**src/rtl/irq_source_arbiter.sv**
```systemverilog
// irq_source_arbiter: edge/level capture, masked lowest-index select and req/ack/ret handshake; IRQ_SYNC_EN adds 2-flop input synchronizers
module irq_source_arbiter #(
  parameter int N_SRC = 16,
  parameter logic [N_SRC-1:0] EDGE_MASK = N_SRC'(16'hFFFF),
  parameter logic [31:0] CAUSE_BASE = 32'h8000_0010
) (
  input  logic                     clk_i,
  input  logic                     rst_i,
  input  logic [N_SRC-1:0]         irq_src_i,
  input  logic [N_SRC-1:0]         irq_en_i,
  input  logic                     irq_ack_i,
  input  logic                     irq_ret_i,
  output logic                     irq_req_o,
  output logic [31:0]              irq_cause_o,
  output logic [$clog2(N_SRC)-1:0] irq_id_o,
  output logic [N_SRC-1:0]         pending_o
);
  localparam int ID_W = $clog2(N_SRC);
  typedef enum logic [1:0] {IDLE, REQ, SERVICE} state_t;
  state_t state_q, state_d;
  logic [N_SRC-1:0] pending_q, pending_d, src_prev_q, src_s, ready;
  logic [ID_W-1:0] id_q, id_d, sel;
  logic req_q, take;
`ifdef IRQ_SYNC_EN
  logic [N_SRC-1:0] sync1_q, sync2_q;
  always_ff @(posedge clk_i or posedge rst_i) begin
    if (rst_i) begin
      sync1_q <= '0;
      sync2_q <= '0;
    end else begin
      sync1_q <= irq_src_i;
      sync2_q <= sync1_q;
    end
  end
  assign src_s = sync2_q;
`else
  assign src_s = irq_src_i;
`endif
  assign ready = pending_q & irq_en_i;
  assign take = (state_q == REQ) && irq_ack_i;
  always_comb begin
    sel = '0;
    for (int i = N_SRC - 1; i >= 0; i--) sel = ready[i] ? ID_W'(i) : sel;
  end
  // an edge arriving in the ack cycle re-sets the bit being cleared
  always_comb begin
    pending_d = '0;
    for (int i = 0; i < N_SRC; i++)
      pending_d[i] = EDGE_MASK[i] ? ((src_s[i] & ~src_prev_q[i]) | (pending_q[i] & ~(take && id_q == ID_W'(i)))) : src_s[i];
  end
  always_comb begin
    state_d = state_q;
    id_d = id_q;
    case (state_q)
      IDLE: begin
        state_d = |ready ? REQ : IDLE;
        id_d = |ready ? sel : id_q;
      end
      REQ:     state_d = irq_ack_i ? SERVICE : REQ;
      SERVICE: state_d = irq_ret_i ? IDLE : SERVICE;
      default: state_d = IDLE;
    endcase
  end
  always_ff @(posedge clk_i or posedge rst_i) begin
    if (rst_i) begin
      state_q <= IDLE;
      pending_q <= '0;
      src_prev_q <= '0;
      id_q <= '0;
      req_q <= 1'b0;
    end else begin
      state_q <= state_d;
      pending_q <= pending_d;
      src_prev_q <= src_s;
      id_q <= id_d;
      req_q <= state_d == REQ;
    end
  end
  assign irq_req_o = req_q;
  assign irq_id_o = id_q;
  assign irq_cause_o = CAUSE_BASE + 32'(id_q);
  assign pending_o = pending_q;
endmodule

```
**config.mk**
```make
export PLATFORM = sky130hd
export DESIGN_NAME = irq_source_arbiter
export DESIGN_NICKNAME = d
export VERILOG_FILES = /design/src/rtl/irq_source_arbiter.sv
export SDC_FILE = /design/constraint.sdc
export NUM_CORES = 1
export LEC_CHECK = 0
export CORE_MARGIN = 10
export CORE_UTILIZATION = 41
export DETAILED_ROUTE_END_ITERATION = 10
export PLACE_DENSITY = 0.85
export SYNTH_ARGS = -nofsm -noshare
export SYNTH_HDL_FRONTEND = slang
export SYNTH_SLANG_ARGS = --single-unit
```
**constraint.sdc**
```tcl
create_clock -name clk_i -period 1.9 [get_ports clk_i]
set_input_delay 0.57 -clock clk_i [delete_from_list [all_inputs] [get_ports clk_i]]
set_output_delay 0.57 -clock clk_i [all_outputs]
set_load 0.005 [all_outputs]
```
Word-level counts from Yosys, hierarchy flattened
Index checks and enable logic that the tools add are counted.
{"block": "op_classes", "n_addsub": 1, "n_eq_ne": 18, "muxes": 20, "n_bitwise": 81, "n_reduce_logical": 21}
{"cell": "4-bit 2-to-1 mux", "n": 16}
{"cell": "32-bit by 4-bit adder with 32-bit output (first input constant)", "n": 1}
{"cell": "1-bit bitwise AND", "n": 32}
{"cell": "4-bit equality test (second input constant)", "n": 8}
{"cell": "1-bit inverter", "n": 32}
{"cell": "1-bit logical AND", "n": 17}
{"cell": "16-bit bitwise AND", "n": 1}
{"cell": "4-bit by 3-bit equality test with 1-bit output (second input constant)", "n": 4}
{"cell": "1-bit bitwise OR", "n": 16}
{"cell": "16-bit OR reduction", "n": 1}
{"cell": "4-bit by 2-bit equality test with 1-bit output (second input constant)", "n": 2}
{"cell": "2-bit case mux with 3 select lines", "n": 1}
{"cell": "2-bit by 1-bit equality test with 1-bit output (second input constant)", "n": 2}
{"cell": "4-bit by 1-bit equality test with 1-bit output (second input constant)", "n": 1}
{"cell": "4-bit logical NOT", "n": 1}
{"cell": "2-bit 2-to-1 mux", "n": 2}
{"cell": "2-bit equality test (second input constant)", "n": 1}
{"cell": "2-bit logical NOT", "n": 1}
{"cell": "2-bit AND reduction", "n": 1}
{"cell": "1-bit 2-to-1 mux", "n": 1}
{"block": "word_totals", "ff_bits": 39}

Depth between registers and ports, before layout
{"block": "logic_depth", "depth_word": 17, "mapped_depth": 5, "depth_no_buf": 5}

Worst setup path before layout
No wires, ideal clock.
{"block": "synth_path", "kind": "input port to flip-flop", "from": "input irq_en_i[0]", "to": "register id_q[0] (netlist: irq_id_o[0])", "setup_ps": 125, "t_arrival_ps": 1558, "t_required_ps": 1775, "path_slack_ps": 217, "stages": 5, "n_path_buf": 0, "path_cell_list": "a22oi_2 -> nand4_2 -> nor3_2 -> nand2b_4 -> mux2_4"}
{"block": "synth_via", "elab_chain_len": 3, "elab_cells_between_ends": 4, "classes_between": "mux: 1; bitwise: 1; reduce/logical: 2"}
{"element": "start, declared", "line": "10", "rtl": "input logic [N_SRC-1:0] irq_en_i,"}
{"element": "16-bit bitwise AND *", "line": "39", "rtl": "assign ready = pending_q & irq_en_i;"}
{"element": "16-bit OR reduction", "line": "57", "rtl": "id_d = |ready ? sel : id_q;"}
{"element": "2-bit AND reduction (no source line)"}
{"element": "end signal, assigned", "line": "75", "rtl": "id_q <= id_d;"}
{"element": "end, declared", "line": "22", "rtl": "logic [ID_W-1:0] id_q, id_d, sel;"}
Mark *: on every way between the ends. The rest lies on a longest branch, timed or not.
A chain may end at the register's enable or synchronous reset.

Final worst setup path
{"block": "layout_path", "from": "input irq_en_i[7]", "to": "register id_q[2] (netlist: irq_id_o[2])"}
{"block": "layout_via", "elab_chain_len": 9, "elab_cells_between_ends": 11, "classes_between": "mux: 8; bitwise: 1; reduce/logical: 2"}
{"element": "16-bit bitwise AND *", "line": "39"}
{"element": "4-bit 2-to-1 mux (8 in a row)", "line": "43", "rtl": "for (int i = N_SRC - 1; i >= 0; i--) sel = ready[i] ? ID_W'(i) : sel;"}
Marks and branches as above.

==> results.py <==
metrics = {
    "floorplan": {
        "initial_core_util_pct": 42.9,
        "die_area_sq_mm": 0.00774,
        "num_rows": 24,
        "io_pins": 89,
        "die_w_um": 88.0,
        "die_height_um": 88.0,
        "core_area_sq_mm": 0.00441,
    },
    "critical_path": {
        "reg2reg_depth": 5,
        "critPathLaunchType": "primary input",
        "worst_path_max_delay_cell": "clkdlybuf4s50_1",
        "cp-end-kind": "flop",
        "r2r_start": "pending_o[2]$_DFF_PP0_",
        "crit_fanout": 4,
        "critPathArrivalTime_ns": 2.04,
        "path_delay_family": "simple AND/OR/NAND/NOR gates",
        "timing.rr.end": "irq_id_o[2]$_DFFE_PP0P_",
        "startpoint": "irq_en_i[7]",
        "slowest_delay_ns": 0.46,
        "crit_buf_inv": 1,
        "cp.depth": 6,
        "crit_required_ns": 2.08,
        "path_cells": "clkdlybuf4s50_1 -> a22oi_4 -> nand4_4 -> nor3_4 -> nand2b_4 -> mux2_4",
        "criticalPathCategory": "in2reg",
        "endpoint": "irq_id_o[2]$_DFFE_PP0P_",
        "r2r_slack_ns": 0.27,
    },
    "cts": {
        "clockBufferDepth": 2,
        "cts_sinks": 39,
        "h-tree-depth": 2,
        "clk-insertion-delay-late_ns": 0.29,
        "cts_tree": "built",
        "cts_root_buffer": "clkbuf_8",
        "tritoncts.num_buffers": 5,
        "clk_pin_slew_worst_paths_ns": 0.07,
    },
    "synth": {
        "ys_async_sr_fraction_pct": 100,
        "synth_cells": 188,
        "yosys-top-cells-area": "dfrtp_1, buf_4, o21ai_0",
        "synth_top_area_share_pct": 51.5,
        "syn_area_sq_mm": 0.00189,
        "synth.avg_cell_area_sq_um": 10.1,
        "synth.distinct_cells": 29,
        "ys.flop_type": "dfrtp_1",
        "synth.most_common_cell": "dfrtp_1",
        "synth_seq_cells": 39,
        "yosys-top-cells-count": "dfrtp_1, o21ai_0, buf_4",
        "yosys.area.top_type": "dfrtp_1",
        "yosys_warnings": 0,
        "synth_enable_flop_cells": 0,
        "ys_seq_area_share_pct": 51.5,
    },
    "power": {
        "power_switching_share_pct": 30.3,
        "clock_power_share_pct": 25.6,
        "p_seq_share_pct": 41.2,
        "internal-power_w": 0.00193,
        "peakVddDrop_mv": 0.821,
        "p_comb_share_pct": 33.2,
        "power_switching_w": 0.000838,
        "power_leakage_nw": 1.27,
        "powerDensity_mw_per_mm2": 1020,
    },
    "grt": {
        "grt_pass1_vias": 1611,
        "gr-total-overflow": 0,
        "grt_antenna_before_repair": 0,
        "grt_pass1_wl_um": 7620,
        "grt_use_total_pct": 12.7,
        "grt_max_degree": 40,
    },
    "cells_and_area": {
        "area_delta_synth_final_pct": 43.3,
        "num-nets-final": 299,
        "drive_gt1_share_pct": 17.0,
        "antenna_cells": 0,
        "utilization_pct": 61.5,
    },
    "sta": {
        "hold_violations": 0,
        "whs_ns": 0.416,
        "fmax_mhz": 536,
        "post-route-min-period_ns": 1.86,
        "fin_skew_ns": 0.00420,
        "fin_crit_sh_pct": 98.1,
        "drv_slew": 0,
        "rsz0062_at_grt": "true",
        "final-setup-viol-count": 0,
    },
    "outcome": {
        "status": "finished clean",
    },
    "detailed_routing": {
        "viasPerCell": 4.89,
        "wl_per_cell_um": 16.2,
        "ant_nets": 0,
        "via_count": 1546,
        "drt_iter0_drc": 61,
        "drc_errors": 0,
        "routed_wirelength_um": 5130,
        "first_pass_iters": 4,
    },
    "placed_design": {
        "gp_congestion": 0.910,
        "portBuffers": 60,
        "hpwl_um": 4180,
    },
    "min_path": {
        "worstHoldStart": "src_prev_q[12]$_DFF_PP0_",
        "hold_path.class": "reg2reg",
    },
    "job": {
        "cap_viol_max_count": 0,
    },
}
-- state kept, by name, indices dropped and copies added (netlist names) --
register	count
irq_id_o	4
irq_req_o	1
pending_o	16
src_prev_q	16
state_q	2
-- how the worst min path moves through the flow --
| stage | end | depth (start not counted) |
|---|---|---|
| 6_report | pending_o[12]$_DFF_PP0_ | 1 |
| 5_1_grt | pending_o[7]$_DFF_PP0_ | 1 |
| 4_1_cts | pending_o[12]$_DFF_PP0_ | 1 |
| 3_5_place_dp | pending_o[12]$_DFF_PP0_ | 1 |
| 3_3_place_gp | pending_o[12]$_DFF_PP0_ | 1 |
| 2_1_floorplan | pending_o[0]$_DFF_PP0_ | 1 |
-- power by group through the flow --
stage,clock network [W],logic [W],registers (W)
2_1_floorplan,0,0.000459,0.00111
6_report,0.000706,0.000919,0.00114
3_3_place_gp,0,0.000882,0.00113
5_1_grt,0.000745,0.00101,0.00116
3_5_place_dp,0,0.000907,0.00115
4_1_cts,0.000720,0.000913,0.00113
-- timing repair --
item                                    4_1_cts  5_1_grt
resized for setup                             2       17
hold buffers                                  0        0
endpoints found under the setup margin        2       11
setup buffers                                 1        1
endpoints found under the hold margin         0        0
pin swaps                                     1        7
-- stage by stage --
stage	TNS (ns)	total power [W]	cells	worst slack [ns]	area, sq um
after floorplan	0	0.00157	214	0.217	1990
after global placement	-1.23	0.00201	306	-0.273	2520
after detailed placement	-1.56	0.00205	306	-0.332	2520
after CTS	0	0.00276	315	0.0105	2660
after global routing	-0.0354	0.00292	316	-0.0222	2710
final	0	0.00276	316	0.0359	2710
-- cell usage in the layout (no fill, tap or decap), drive strengths merged, types with 2 or more instances in the layout --
cell and n:
dfrtp 39, mux2 2, clkdlybuf4s50 54, conb 28, clkbuf 6, nand3 6
buf 14, dlymetal6s2s 6, nand2 17, nor3 2, a22o 3, a21oi 2
nand2b 7, inv 19, a31oi 3, a22oi 7, nor2 2, o21ai 36
-- layout make-up --
type,instances,area (sq um)
fillers,362,1700
flip-flops and latches,39,985
multi-input cells,124,742
repair buffers,74,733
clock buffers,6,82.6
inverters,19,71.3
well taps,52,65.1
clock inverters,2,35.0
-- per-layer routing --
layer | vias up | global-route usage, % | part of all wire [%]
li1 | 730 | - | -
met1 | 732 | 13.0 | 36
met2 | 72 | 22.0 | 51
met3 | 12 | 4.36 | 9.2
met4 | 0 | 7.54 | 3.2
met5 | - | 0 | 0
-- cell families after synthesis --
kind of cell | Yosys count | share of synthesized area (%)
AO/OA/AOI/OAI | 56 | 19.5
flip-flops | 39 | 51.5
multiplexers | 2 | 1.59
AND/OR/NAND/NOR | 38 | 10.6
buffers and inverters | 51 | 16.4
other | 2 | 0.396
No activity file was read; power rests on OpenSTA's default activity.
